===== config.mk =====
export PLATFORM = sky130hd
export DESIGN_NAME = uart_prog_ctrl
export DESIGN_NICKNAME = d
export VERILOG_FILES = /design/src/rtl/uart_prog_ctrl_pkg.sv /design/src/rtl/uart_prog_ctrl_word_pack.sv /design/src/rtl/uart_prog_ctrl.sv
export SDC_FILE = /design/constraint.sdc
export NUM_CORES = 1
export LEC_CHECK = 0
export BUFFER_PORTS_ARGS = -buffer_cell sky130_fd_sc_hd__buf_2
export CAP_MARGIN = 25
export CORE_ASPECT_RATIO = 0.7
export CORE_MARGIN = 4
export CORE_UTILIZATION = 55
export CTS_BUF_LIST = sky130_fd_sc_hd__clkbuf_4
export CTS_CLUSTER_SIZE = 30
export DETAILED_ROUTE_END_ITERATION = 6
export GPL_ROUTABILITY_DRIVEN = 0
export PLACE_DENSITY_LB_ADDON = 0.3
export SETUP_SLACK_MARGIN = 0.3
export SLEW_MARGIN = 10
export SYNTH_ARGS = -nofsm -noshare
export SYNTH_HDL_FRONTEND = slang
export SYNTH_SLANG_ARGS = --single-unit

===== constraint.sdc =====
create_clock -name clk -period 7.1 [get_ports clk]
set_input_delay 0.71 -clock clk [delete_from_list [all_inputs] [get_ports clk]]
set_output_delay 0.71 -clock clk [all_outputs]
set_load 0.02 [all_outputs]

===== src/rtl/uart_prog_ctrl_pkg.sv =====
// uart_prog_pkg: shared types and constants for the UART programming sequencer.
//   - prog_state_e : sequencer state encoding (ST_CSUM exists only when
//                    CHECKSUM_EN is defined)
//   - HDR_BYTES, BYTES_PER_WORD : framing constants
//   - tmo_width()  : width of a counter that must be able to hold TIMEOUT
// Optional feature macro: CHECKSUM_EN
package uart_prog_pkg;

    localparam int HDR_BYTES      = 2;
    localparam int BYTES_PER_WORD = 4;

    typedef enum logic [2:0] {
        ST_IDLE,
        ST_HDR0,
        ST_HDR1,
        ST_DATA,
        ST_WRITE,
`ifdef CHECKSUM_EN
        ST_CSUM,
`endif
        ST_DONE,
        ST_ERR
    } prog_state_e;

    function automatic int tmo_width(input int timeout);
        return $clog2(timeout + 1);
    endfunction

endpackage


===== src/rtl/uart_prog_ctrl_word_pack.sv =====
// word_pack: little-endian byte-to-word assembler.
//   clk, rst        : clock, async active-low reset
//   clr_i           : synchronous clear of lane counter and partial word
//   byte_valid_i    : byte_i is to be stored into the current lane
//   byte_i          : incoming byte
//   word_valid_o    : combinational pulse, the byte being stored completes a word
//   word_o          : assembled word including the byte currently presented
module word_pack
    import uart_prog_pkg::*;
(
    input  logic        clk,
    input  logic        rst,
    input  logic        clr_i,
    input  logic        byte_valid_i,
    input  logic [7:0]  byte_i,
    output logic        word_valid_o,
    output logic [31:0] word_o
);

    localparam int LANE_W = $clog2(BYTES_PER_WORD);

    logic [LANE_W-1:0] lane_q, lane_d;
    logic [31:0]       word_q, word_d;
    logic [31:0]       word_asm;

    always_comb begin
        word_asm = word_q;
        word_asm[{lane_q, 3'b000} +: 8] = byte_i;

        lane_d = lane_q;
        word_d = word_q;
        if (clr_i) begin
            lane_d = '0;
            word_d = '0;
        end else if (byte_valid_i) begin
            // lane counter wraps to 0 after the top lane
            lane_d = lane_q + LANE_W'(1);
            word_d = word_asm;
        end
    end

    assign word_o       = word_asm;
    assign word_valid_o = byte_valid_i && (lane_q == LANE_W'(BYTES_PER_WORD - 1));

    always_ff @(posedge clk or negedge rst) begin
        if (!rst) begin
            lane_q <= '0;
            word_q <= '0;
        end else begin
            lane_q <= lane_d;
            word_q <= word_d;
        end
    end

endmodule


===== src/rtl/uart_prog_ctrl.sv =====
// uart_prog_ctrl: UART programming sequencer. Reads a 16-bit little-endian
// word count, packs the following bytes into 32-bit words and writes them to
// memory, holding the CPU in reset for the whole upload.
//   clk, rst       : clock, async active-low reset
//   start_i        : begin an upload (ignored while busy)
//   rx_valid_i/rx_byte_i : received byte strobe and data
//   upg_wen_o/upg_adr_o/upg_dat_o : memory write port (one pulse per word)
//   upg_done_o     : memory owned by the CPU
//   cpu_rst_n_o    : active-low CPU reset request
//   busy_o, err_o  : upload in progress / last upload failed
// Optional feature macro: CHECKSUM_EN (trailing XOR byte after the data)
//
// state | meaning
// IDLE  | CPU running, waiting for start
// HDR0  | waiting for word count low byte
// HDR1  | waiting for word count high byte
// DATA  | collecting bytes of the current word
// WRITE | one-cycle memory write of the assembled word
// CSUM  | waiting for the XOR checksum byte (CHECKSUM_EN only)
// DONE  | one cycle: memory released, CPU still in reset
// ERR   | upload failed, CPU held, wait for start
module uart_prog_ctrl
    import uart_prog_pkg::*;
#(
    parameter int ADR_W     = 15,
    parameter int MAX_WORDS = 32768,
    parameter int TIMEOUT   = 1000000
) (
    input  logic             clk,
    input  logic             rst,
    input  logic             start_i,
    input  logic             rx_valid_i,
    input  logic [7:0]       rx_byte_i,
    output logic             upg_wen_o,
    output logic [ADR_W-1:0] upg_adr_o,
    output logic [31:0]      upg_dat_o,
    output logic             upg_done_o,
    output logic             cpu_rst_n_o,
    output logic             busy_o,
    output logic             err_o
);

    localparam int TMO_W = tmo_width(TIMEOUT);

    prog_state_e      state_q, state_d;
    logic [15:0]      cnt_q, cnt_d;
    logic [15:0]      idx_q, idx_d;
    logic [TMO_W-1:0] tmo_q, tmo_d;
    logic [ADR_W-1:0] adr_q, adr_d;
    logic [31:0]      dat_q, dat_d;
`ifdef CHECKSUM_EN
    logic [7:0]       xor_q, xor_d;
`endif

    logic        pack_clr, pack_byte, word_valid;
    logic [31:0] word;
    logic [15:0] cnt_new;
    logic        tmo_expired, last_word;

    word_pack u_word_pack (
        .clk          (clk),
        .rst          (rst),
        .clr_i        (pack_clr),
        .byte_valid_i (pack_byte),
        .byte_i       (rx_byte_i),
        .word_valid_o (word_valid),
        .word_o       (word)
    );

    assign cnt_new     = {rx_byte_i, cnt_q[7:0]};
    // the cycle in which the counter would reach TIMEOUT goes to ERR
    assign tmo_expired = (tmo_q == TMO_W'(TIMEOUT - 1));
    assign last_word   = ((idx_q + 16'd1) == cnt_q);

    always_comb begin
        state_d   = state_q;
        cnt_d     = cnt_q;
        idx_d     = idx_q;
        tmo_d     = tmo_q;
        adr_d     = adr_q;
        dat_d     = dat_q;
        pack_clr  = 1'b0;
        pack_byte = 1'b0;
`ifdef CHECKSUM_EN
        xor_d     = xor_q;
`endif
        case (state_q)
            ST_IDLE, ST_ERR: begin
                if (start_i) begin
                    state_d  = ST_HDR0;
                    cnt_d    = '0;
                    idx_d    = '0;
                    tmo_d    = '0;
                    pack_clr = 1'b1;
`ifdef CHECKSUM_EN
                    xor_d    = '0;
`endif
                end
            end
            ST_HDR0: begin
                if (rx_valid_i) begin
                    cnt_d[7:0] = rx_byte_i;
                    tmo_d      = '0;
                    state_d    = ST_HDR1;
                end else if (tmo_expired) begin
                    state_d = ST_ERR;
                end else begin
                    tmo_d = tmo_q + TMO_W'(1);
                end
            end
            ST_HDR1: begin
                if (rx_valid_i) begin
                    cnt_d = cnt_new;
                    tmo_d = '0;
                    if (cnt_new == 16'd0)
                        state_d = ST_DONE;
                    else if ({16'd0, cnt_new} > 32'(MAX_WORDS))
                        state_d = ST_ERR;
                    else
                        state_d = ST_DATA;
                end else if (tmo_expired) begin
                    state_d = ST_ERR;
                end else begin
                    tmo_d = tmo_q + TMO_W'(1);
                end
            end
            ST_DATA: begin
                if (rx_valid_i) begin
                    pack_byte = 1'b1;
                    tmo_d     = '0;
`ifdef CHECKSUM_EN
                    xor_d     = xor_q ^ rx_byte_i;
`endif
                    if (word_valid) begin
                        state_d = ST_WRITE;
                        adr_d   = ADR_W'(idx_q);
                        dat_d   = word;
                    end
                end else if (tmo_expired) begin
                    state_d = ST_ERR;
                end else begin
                    tmo_d = tmo_q + TMO_W'(1);
                end
            end
            ST_WRITE: begin
                idx_d = idx_q + 16'd1;
                if (last_word) begin
`ifdef CHECKSUM_EN
                    state_d = ST_CSUM;
`else
                    state_d = ST_DONE;
`endif
                end else begin
                    state_d = ST_DATA;
                    // lane counter is back at 0, so this byte starts the next word
                    if (rx_valid_i) begin
                        pack_byte = 1'b1;
                        tmo_d     = '0;
`ifdef CHECKSUM_EN
                        xor_d     = xor_q ^ rx_byte_i;
`endif
                    end
                end
            end
`ifdef CHECKSUM_EN
            ST_CSUM: begin
                if (rx_valid_i) begin
                    tmo_d   = '0;
                    state_d = (rx_byte_i == xor_q) ? ST_DONE : ST_ERR;
                end else if (tmo_expired) begin
                    state_d = ST_ERR;
                end else begin
                    tmo_d = tmo_q + TMO_W'(1);
                end
            end
`endif
            ST_DONE: state_d = ST_IDLE;
            default: state_d = ST_IDLE;
        endcase
    end

    always_ff @(posedge clk or negedge rst) begin
        if (!rst) begin
            state_q <= ST_IDLE;
            cnt_q   <= '0;
            idx_q   <= '0;
            tmo_q   <= '0;
            adr_q   <= '0;
            dat_q   <= '0;
`ifdef CHECKSUM_EN
            xor_q   <= '0;
`endif
        end else begin
            state_q <= state_d;
            cnt_q   <= cnt_d;
            idx_q   <= idx_d;
            tmo_q   <= tmo_d;
            adr_q   <= adr_d;
            dat_q   <= dat_d;
`ifdef CHECKSUM_EN
            xor_q   <= xor_d;
`endif
        end
    end

    assign upg_wen_o   = (state_q == ST_WRITE);
    assign upg_adr_o   = adr_q;
    assign upg_dat_o   = dat_q;
    assign upg_done_o  = (state_q == ST_IDLE) || (state_q == ST_DONE);
    assign cpu_rst_n_o = (state_q == ST_IDLE);
    assign busy_o      = (state_q != ST_IDLE) && (state_q != ST_ERR);
    assign err_o       = (state_q == ST_ERR);

endmodule


==> run_results.csv, run 1 <==
group,metric,value,unit
floorplanning,core,0.01173,mm²
drt,vias,5502,
floorplanning,rows,33,
synth,yosysUniqueCellTypes,57,
critical_path,critPathMaxFanout,23,
synth,syn_area_per_cell,9.430,µm²
sta,fin_crit,3.643,ns
power_and_ir_drop,power_density,309.3,mW/mm²
drt,drc_errors,0,
grt,grt_use_total,0.2314,
drt,vias_per_cell,6.066,
floorplanning,dieHeight,99.79,µm
place,post_dp_cell_area,0.006968,mm²
grt,grt_max_degree,79,
critical_path,crit_slowest_cell,"inv_1",
layout,drive_gt1_frac,0.1733,
critical_path,crit_arrival,2.93,ns
sta,final_hold_viol_count,0,
grt,grt_pass1_wl,25.78,mm
critical_path,r2r-end,"tmo_q[1]$_DFFE_PN0P_",
run_status,status,"complete, no violations",
synth,async_flop_share,1.000,
synth,postSynthCellCount,702,
worst_hold_path,hold_class,"input port to asynchronous set/reset pin",
grt,grt_pass1_vias,5040,
layout,seq_area,0.003203,mm²
layout,antenna_cells,0,
clock_tree,htreeDepth,4,
clock_tree,cts_tree,"built",
clock_tree,cts_root_buf,"clkbuf_4",
layout,fin_area,0.007286,mm²
synth,synth_edf_count,0,
grt,antenna_found_initial,0,
sta,slew_viol_final,0,
layout,area_growth_syn_to_layout,10.05,%
drt,firstDrtPassIters,5,
critical_path,cp-start-kind,"flop",
floorplanning,start_util,0.5646,
clock_tree,path_clk_slew,0.11,ns
clock_tree,ctsHoldBuffers,0,
job,drv_cap,0,
sta,timing.final.crit_share,0.5131,
synth,syn_area,0.006620,mm²
clock_tree,cts.sinks,128,
sta,hold_slack,0.1997,ns
floorplanning,die_width,139.1,µm
sta,fin_setup_tns,0,ns
critical_path,endpoint,"upg_wen_o",
critical_path,crit_path_start,"state_q[1]$_DFFE_PN0P_",
sta,setup_viol,0,
place,port-buffer-count,63,
critical_path,rr_startpoint,"state_q[1]$_DFFE_PN0P_",
power_and_ir_drop,ir_drop,0.1772,mV
drt,wl_per_cell,17.50,µm
floorplanning,ios,64,
drt,totalWireLength,15.87,mm
power_and_ir_drop,power.total,2.253,mW
sta,max_freq,274.5,MHz
layout,multi_input_area,0.003115,mm²
synth,yosys_warnings,0,
sta,worst_slew_pin_slew,1.090,ns
drt,ant_nets,0,
critical_path,worstRegToRegCells,6,
critical_path,cp_slowest_stage_delay,0.69,ns
clock_tree,cts_resized,0,
grt,grt-ovfl-total,0,
sta,finClkSkew,0.01228,ns
clock_tree,numCtsBuffers,17,
critical_path,crit_type,"flop to output pin",
critical_path,crit_chain,"nor2_1, nand2_1, inv_1, buf_2",
layout,layout_commonest_cell,"dfrtp_1",
drt,first_iter_violations,581,
layout,fill_cells,976,
layout,finalNetCount,756,
clock_tree,clock_latency,0.53,ns
layout,mostFrequentLayoutCells,"128 x dfrtp_1, 84 x o21ai_0, 71 x nand2_1, 62 x buf_2, 38 x nor2_1",
critical_path,cp.required,6.39,ns
clock_tree,clockBufferDepth,2,
power_and_ir_drop,leakage,3.267,nW
synth,synth_seq_cells,128,
sta,rsz0062_at_grt,"false",
critical_path,r2r_setup_slack,3.58,ns
synth,syn-num-nets,721,
synth,synthFlopType,"dfrtp_1",
floorplanning,dieArea,0.01388,mm²
sta,slew_headroom,0.2677,
synth,seq_area_frac_synth,0.4838,
critical_path,crit_path_end_kind,"output pin",
place,dp_hpwl,10.58,mm
clock_tree,cts_setup_buffers,0,
layout make-up:
type | instances | share of cell area
Clock inverter | 14 | 0.02026
Clock buffer | 18 | 0.01855
Timing Repair Buffer | 71 | 0.05513
Tap cell | 157 | 0.02696
Multi-Input combinational cell | 496 | 0.4276
Sequential cell | 128 | 0.4396
Inverter | 23 | 0.01185
Yosys cell counts (all sizes together), types with 4 or more instances:
library cell  instances  area [µm²]
a21oi                34       170.2
a31oi                 7       58.81
a32o                 24       240.2
and3                  8       50.05
and4                  4       35.03
buf                  11       52.55
clkbuf               44       165.2
dfrtp               128        3203
ha                    7       87.58
inv                  23       86.33
mux2                 16       180.2
mux2i                 5       50.05
nand2                72       270.3
nand2b                5       31.28
nand3                30       160.2
nand4                13       81.33
nor2                 38       142.6
nor2b                33       206.5
nor3                 17       85.08
nor3b                 5       37.54
nor4                 11       81.32
o21ai                88       451.7
or4                   4       30.03
xnor2                28       245.2
xor2                 10       87.58
worst min path at each step:
| stage | endpoint | slack [ns] |
|---|---|---|
| floorplan | cnt_q[0]$_DFFE_PN0P_ | 0.41 |
| global placement | upg_dat_o[26]$_DFFE_PN0P_ | 0.46 |
| detailed placement | upg_dat_o[15]$_DFFE_PN0P_ | 0.47 |
| CTS | upg_dat_o[6]$_DFFE_PN0P_ | 0.20 |
| global route | upg_dat_o[6]$_DFFE_PN0P_ | 0.21 |
| finish | upg_dat_o[6]$_DFFE_PN0P_ | 0.20 |
routing by layer:
layer,share of wire,vias up,GRT usage
met5,0,-,0
met4,0.016,0,0.06917
met3,0.069,28,0.05429
met2,0.46,221,0.3566
met1,0.45,2689,0.3313
li1,-,2564,-
kinds of logic (layout without fill, tap and decap cells):
| logic type | after synthesis | after routing | synth area share |
|---|---|---|---|
| flip-flops | 128 | 128 | 0.4838 |
| adder cells (fa/ha/maj) | 7 | 7 | 0.01323 |
| multiplexers | 21 | 21 | 0.03478 |
| buffers and inverters | 78 | 126 | 0.04593 |
| AND/OR/NAND/NOR | 257 | 257 | 0.2039 |
| XOR/XNOR | 39 | 39 | 0.05386 |
| AO/OA/AOI/OAI | 172 | 172 | 0.1644 |
critical path: cells and delay by family, from the launching register on:
| family | cells | cell delay (ns) |
|---|---|---|
| flops | 1 | 0.64 |
| buf+inv | 2 | 0.98 |
| simple gates | 2 | 0.78 |
where the power goes:
group	switching [mW]	internal [mW]
registers	0.125	0.831
logic	0.495	0.288
clock network	0.273	0.241
total	0.894	1.36
registers in the layout, summed over array words and instances, names as in the netlist:
register and count:
cnt_q 16, idx_q 16, state_q 3, tmo_q 20
u_word_pack.lane_q 2, u_word_pack.word_q 24, upg_adr_o 15, upg_dat_o 32
stage by stage:
step / setup slack (ns) / utilization / cells
floorplan: 4.306 / - / 702
global placement: 3.798 / 0.5933 / 872
detailed placement: 3.669 / 0.5942 / 873
CTS: 3.481 / 0.6183 / 905
global route: 3.245 / 0.6213 / 907
finish: 3.457 / 0.6213 / 907
No activity file was read; power rests on OpenSTA's default activity.
==> run 2: changes to the inputs <==
Settings changed: ABC_AREA set to 1.
Clock period 7.1 ns to 3.81 ns, I/O delays scaled along.
==> run_results.csv, run 2 <==
group,metric,value,unit
sta,slew_headroom,0.2105,
drt,firstDrtPassIters,7,
power_and_ir_drop,p_clk_frac,0.148,
critical_path,cp-start-kind,"flop",
sta,final_hold_viol_count,0,
power_and_ir_drop,p_sw_frac,0.4723,
synth,syn-num-nets,985,
sta,timing.final.crit_share,0.7198,
layout,final_cells,1191,
sta,fin_crit,2.742,ns
power_and_ir_drop,power_density,748.9,mW/mm²
critical_path,crit_path_start,"idx_q[0]$_DFFE_PN0P_",
layout,finalNetCount,1035,
power_and_ir_drop,leakage,3.821,nW
drt,vias_per_cell,5.694,
sta,setup_viol,0,
run_status,violations,"design-rule violations",
clock_tree,htreeDepth,4,
place,post_dp_cell_area,0.007631,mm²
floorplanning,die_width,145.2,µm
synth,synth_top_cell_by_area,"dfrtp_1",
place,port-buffer-count,63,
grt,antenna_found_initial,0,
sta,finClkSkew,0.01843,ns
critical_path,cp.required,4.26,ns
clock_tree,cts_root_buf,"clkbuf_4",
critical_path,r2r-end,"u_word_pack.word_q[27]$_DFFE_PN0P_",
layout,mostFrequentLayoutCells,"342 x nand2_1, 135 x dfrtp_1, 97 x inv_1, 76 x o21ai_0, 74 x nand4_1",
clock_tree,cts_tree,"built",
clock_tree,numCtsBuffers,17,
grt,grt-ovfl-total,0,
sta,fin_setup_tns,0,ns
clock_tree,path_clk_slew,0.12,ns
critical_path,worstRegToRegCells,14,
synth,synthTopCellsByCount,"342 x nand2_1, 135 x dfrtp_1, 97 x inv_1",
synth,yosys_warnings,0,
critical_path,crit_type,"flop to flop",
synth,syn_area,0.007242,mm²
drt,ant_nets,0,
layout,fill_cells,1149,
synth,synth_edf_count,0,
run_status,status,"finished, violations left",
layout,fin_area,0.007891,mm²
power_and_ir_drop,p_comb_frac,0.455,
layout,drive_gt1_frac,0.1215,
synth,synth_area_leaders,"dfrtp_1 47%, nand2_1 18%, nand4_1 6.4%",
floorplanning,core,0.01263,mm²
power_and_ir_drop,power.total,5.910,mW
synth,syn_area_per_cell,7.497,µm²
critical_path,critPathMaxFanout,34,
drt,drc_errors,3,
drt,wl_per_cell,15.59,µm
critical_path,r2r_setup_slack,1.07,ns
drt,first_iter_violations,580,
grt,grt_pass1_wl,31.31,mm
place,dp_hpwl,12.98,mm
sta,max_freq,364.7,MHz
power_and_ir_drop,p_sw,2.791,mW
layout,area_growth_syn_to_layout,8.967,%
synth,yosysUniqueCellTypes,41,
grt,grt_pass1_vias,6282,
grt,grt_use_total,0.2524,
clock_tree,cts_resized,0,
sta,worst_slew_pin_slew,1.184,ns
clock_tree,clockBufferDepth,2,
power_and_ir_drop,power_frac_seq,0.397,
critical_path,rr_startpoint,"idx_q[0]$_DFFE_PN0P_",
grt,grt_max_degree,95,
clock_tree,clock_latency,0.56,ns
layout,layout_commonest_cell,"nand2_1",
floorplanning,dieHeight,104.0,µm
floorplanning,ios,64,
synth,postSynthCellCount,966,
floorplanning,start_util,0.5732,
layout,largest_register_ffs,32,
synth,seq_area_frac_synth,0.4665,
synth,synthFlopType,"dfrtp_1",
worst_hold_path,hold_class,"input port to flop",
floorplanning,rows,34,
critical_path,endpoint,"u_word_pack.word_q[27]$_DFFE_PN0P_",
synth,synth_top_area_share,0.4665,
sta,rsz0062_at_grt,"false",
layout,antenna_cells,0,
job,drv_cap,0,
power_and_ir_drop,internal_power,3.119,mW
sta,hold_slack,0.1613,ns
drt,vias,6782,
place,dp_cells,1158,
power_and_ir_drop,ir_drop,0.3589,mV
synth,synth_seq_cells,135,
sta,slew_viol_final,0,
clock_tree,cts.sinks,135,
critical_path,crit_path_end_kind,"flop",
critical_path,crit_arrival,3.19,ns
synth,yosysMostFrequentCell,"nand2_1",
floorplanning,dieArea,0.01510,mm²
drt,totalWireLength,18.57,mm
synth,async_flop_share,1.000,
[run 2: changes by cell type in the layout (fill, tap and decap cells not counted), moves of 8 or more]
cell	before	now
nor2_2	0	9
inv_1	23	97
and3_1	8	0
nand4_1	13	74
nand3_1	28	64
a32o_1	24	0
xnor2_1	28	2
nor2b_1	33	0
o22ai_1	2	14
o21ai_1	1	10
a21oi_1	34	5
o21ai_0	84	76
nand2_1	71	342
mux2_2	16	0
[run 2: metrics by stage]
stage | utilization | setup WS (ns)
after floorplan | - | 1.668
after global placement | 0.6040 | 1.214
after detailed placement | 0.6040 | 1.148
after CTS | 0.6246 | 1.089
after global routing | 0.6246 | 0.8816
final | 0.6246 | 1.068
[run 2: cell type report]
class | instances | area, µm² | share of cell area
flip-flops and latches | 135 | 3378 | 0.4281
multi-input cells | 688 | 3282 | 0.4159
repair buffers | 73 | 399.1 | 0.05058
inverters | 101 | 379.1 | 0.04804
well taps | 162 | 202.7 | 0.02569
clock buffers | 19 | 142.6 | 0.01808
clock inverters | 13 | 107.6 | 0.01364
[run 2: worst min-delay path by stage]
stage	start	endpoint	slack [ns]	cells after the start
after floorplan	rst	cnt_q[0]$_DFFE_PN0P_	0.09	0
after global placement	upg_dat_o[8]$_DFFE_PN0P_	upg_dat_o[8]$_DFFE_PN0P_	0.45	2
after detailed placement	upg_dat_o[8]$_DFFE_PN0P_	upg_dat_o[8]$_DFFE_PN0P_	0.45	2
after CTS	start_i	state_q[0]$_DFFE_PN0P_	0.13	3
after global routing	start_i	state_q[0]$_DFFE_PN0P_	0.14	3
final	start_i	state_q[0]$_DFFE_PN0P_	0.16	3
[run 2: cells by family after synthesis]
logic type	after synthesis	share of synthesized area
simple gates	556	0.3390
buf+inv	143	0.08068
flops	135	0.4665
compound gates	113	0.08535
xor+xnor	12	0.01641
fa+ha+maj	7	0.01209
[run 2: power groups by stage]
stage	logic, mW	clock network [mW]	registers, mW
3_3_place_gp	2.62	0	2.36
2_1_floorplan	1.66	0	2.59
6_report	2.69	0.876	2.35
3_5_place_dp	2.66	0	2.37
4_1_cts	2.68	0.888	2.34
5_1_grt	3.00	0.955	2.42
[run 2: worst max-delay path: stages (launching register included)]
cell and delay (ns):
dfrtp_1 0.44, ha_1 0.25, or2_2 0.31, nand2_1 0.09, nand2_1 0.07, nand2_1 0.05, nand2_1 0.06, nor2_1 0.10
nand3_1 0.10, nor2_2 0.14, nand3_2 0.13, nand3_4 0.30, nand2_4 0.33, nand2_1 0.16, nand2_1 0.06
[run 2: per-layer routing]
| metal | share of wire | track usage | up-vias |
|---|---|---|---|
| met4 | 0.016 | 0.07453 | 0 |
| met3 | 0.080 | 0.06620 | 31 |
| li1 | - | - | 3287 |
| met2 | 0.42 | 0.3591 | 267 |
| met1 | 0.48 | 0.3785 | 3197 |
| met5 | 0 | 0 | - |
[run 2: timing repair]
| action | CTS | global route |
|---|---|---|
| endpoints found under the hold margin | 92 | 0 |
| hold buffers | 1 | 0 |
| buffers inserted | 0 | 0 |
==> run 3: changes to the inputs <==
Clock period 3.81 ns to 2.2 ns, I/O delays scaled along.
==> run_results.csv, run 3 (synthesis gave the netlist of run 2 again) <==
group,metric,value,unit
run_status,status,"finished, violations left",
run_status,violations,"negative setup slack",
sta,final_hold_viol_count,0,
layout,area_growth_syn_to_layout,23.46,%
worst_hold_path,worstHoldEndpoint,"cnt_q[12]$_DFFE_PN0P_",
grt,grt-ovfl-total,0,
clock_tree,htreeDepth,4,
floorplanning,dieArea,0.01510,mm²
sta,max_freq,434.6,MHz
clock_tree,numCtsBuffers,17,
floorplanning,dieHeight,104.0,µm
worst_hold_path,hold_depth,3,
floorplanning,ios,64,
layout,antenna_cells,0,
grt,grt_pass1_vias,6515,
place,dp_hpwl,13.82,mm
drt,first_iter_violations,834,
sta,finClkSkew,0.01942,ns
place,port-buffer-count,63,
floorplanning,core,0.01263,mm²
layout,layout_commonest_cell,"nand2_1",
clock_tree,clock_latency,0.55,ns
floorplanning,start_util,0.5732,
place,dpl_worst_slack,-0.07733,ns
sta,fin_setup_tns,-2.135,ns
critical_path,cp.required,2.65,ns
drt,vias,7383,
layout,fin_area,0.008941,mm²
drt,ant_nets,0,
drt,firstDrtPassIters,5,
clock_tree,path_clk_slew,0.14,ns
layout,drive_gt1_frac,0.2450,
grt,antenna_found_initial,0,
grt,grt_use_total,0.2726,
clock_tree,cts.sinks,135,
job,drv_cap,0,
clock_tree,cts_root_buf,"clkbuf_4",
critical_path,cp-start-kind,"flop",
power_and_ir_drop,power_density,1320,mW/mm²
drt,totalWireLength,21.17,mm
sta,worst_slew_pin_slew,0.5334,ns
power_and_ir_drop,power.total,11.80,mW
critical_path,critPathMaxFanout,8,
layout,finalNetCount,1104,
critical_path,crit_arrival,2.75,ns
worst_hold_path,hold_class,"input port to flop",
critical_path,r2r-end,"u_word_pack.word_q[15]$_DFFE_PN0P_",
sta,slew_viol_final,0,
critical_path,crit_type,"flop to flop",
clock_tree,clockBufferDepth,2,
sta,timing.final.crit_share,1.046,
critical_path,worstRegToRegCells,13,
drt,drc_errors,0,
drt,vias_per_cell,5.860,
critical_path,crit_path_end_kind,"flop",
sta,setup_slack,-0.1012,ns
floorplanning,rows,34,
grt,grt_pass1_wl,33.46,mm
sta,slew_headroom,0.6444,
floorplanning,die_width,145.2,µm
drt,wl_per_cell,16.80,µm
worst_hold_path,min_from,"rx_byte_i[4]",
critical_path,r2r_setup_slack,-0.10,ns
sta,setup_viol,38,
grt,grt_max_degree,62,
sta,rsz0062_at_grt,"true",
power_and_ir_drop,leakage,4.319,nW
power_and_ir_drop,ir_drop,0.7416,mV
critical_path,rr_startpoint,"idx_q[0]$_DFFE_PN0P_",
clock_tree,cts_tree,"built",
layout,mostFrequentLayoutCells,"309 x nand2_1, 132 x dfrtp_1, 90 x inv_1, 74 x nand4_1, 68 x o21ai_0",
sta,fin_crit,2.301,ns
layout,largest_register_ffs,32,
place,post_dp_cell_area,0.007971,mm²
-- run 3: cell count changes in the layout (fill, tap and decap cells not counted), moves of 6 or more --
| cell | delta |
|---|---|
| o22ai_1 | -8 |
| buf_4 | +51 |
| nand2_1 | -33 |
| o22ai_2 | +8 |
| nand2_2 | +31 |
| o21ai_0 | -8 |
| nor2_1 | -10 |
| inv_2 | +6 |
| buf_6 | +8 |
| inv_1 | -7 |
| nor2_4 | +11 |
-- run 3: worst max-delay path: stages, from the launching register on --
cell,delay [ns]
dfrtp_2,0.44
buf_4,0.14
nand3_1,0.15
o21ai_0,0.26
nand2_1,0.10
nand2_1,0.13
nand4_1,0.13
nor2_2,0.14
nand3_2,0.12
nand3_4,0.12
buf_6,0.15
nand2_4,0.12
nand2_1,0.12
nand2_1,0.06
-- run 3: final cells by class --
cell class                      instances  area (µm²)
Clock buffer                           17       127.6
Multi-Input combinational cell        690        3616
Sequential cell                       135        3382
Clock inverter                         15       170.2
Timing Repair Buffer                  140        1057
Tap cell                              162       202.7
Fill cell                             991        3694
Inverter                              101       385.4
-- run 3: worst max-delay path by stage --
stage                                     from  slack, ns  cells after the start                                 end
final                     idx_q[0]$_DFFE_PN0P_      -0.10                     13  u_word_pack.word_q[15]$_DFFE_PN0P_
after global routing      idx_q[1]$_DFFE_PN0P_      -0.21                     15  u_word_pack.word_q[15]$_DFFE_PN0P_
after CTS                 idx_q[0]$_DFFE_PN0P_       0.02                     15  u_word_pack.word_q[14]$_DFFE_PN0P_
after detailed placement  idx_q[1]$_DFFE_PN0P_      -0.08                     14   u_word_pack.lane_q[0]$_DFFE_PN0P_
after global placement    idx_q[1]$_DFFE_PN0P_       0.02                     14   u_word_pack.lane_q[0]$_DFFE_PN0P_
after floorplan           idx_q[1]$_DFFE_PN0P_       0.23                     15   u_word_pack.word_q[0]$_DFFE_PN0P_
-- run 3: power breakdown --
group / internal (mW) / total (mW) / leakage, nW / switching [mW]
Clock: 0.700 / 1.74 / 0.149 / 1.04
Sequential: 3.42 / 4.04 / 1.77 / 0.617
Combinational: 2.14 / 6.03 / 2.40 / 3.89
Total: 6.26 / 11.8 / 4.32 / 5.54
-- run 3: timing repair --
action,in CTS,in global routing
endpoints found under the hold margin,55,2
buffers inserted,15,12
hold buffers,2,2
gates cloned,4,0
pin swaps,12,18
setup endpoints to repair,125,99
gates resized for setup,44,66
-- run 3: per-stage QoR --
| stage | util | cells | hold slack [ns] |
|---|---|---|---|
| finish | 0.7077 | 1260 | 0.04362 |
| global route | 0.7077 | 1260 | 0.01009 |
| floorplan | - | 966 | -0.07559 |
| global placement | 0.6309 | 1193 | 0.2096 |
| CTS | 0.6832 | 1246 | 0.002450 |
| detailed placement | 0.6309 | 1193 | 0.2155 |
-- run 3: metal layers --
| layer | routed length [µm] | track usage |
|---|---|---|
| met5 | 0 | 0 |
| met4 | 408 | 0.06775 |
| met3 | 2108 | 0.06969 |
| met2 | 9417 | 0.4036 |
| met1 | 9238 | 0.4023 |
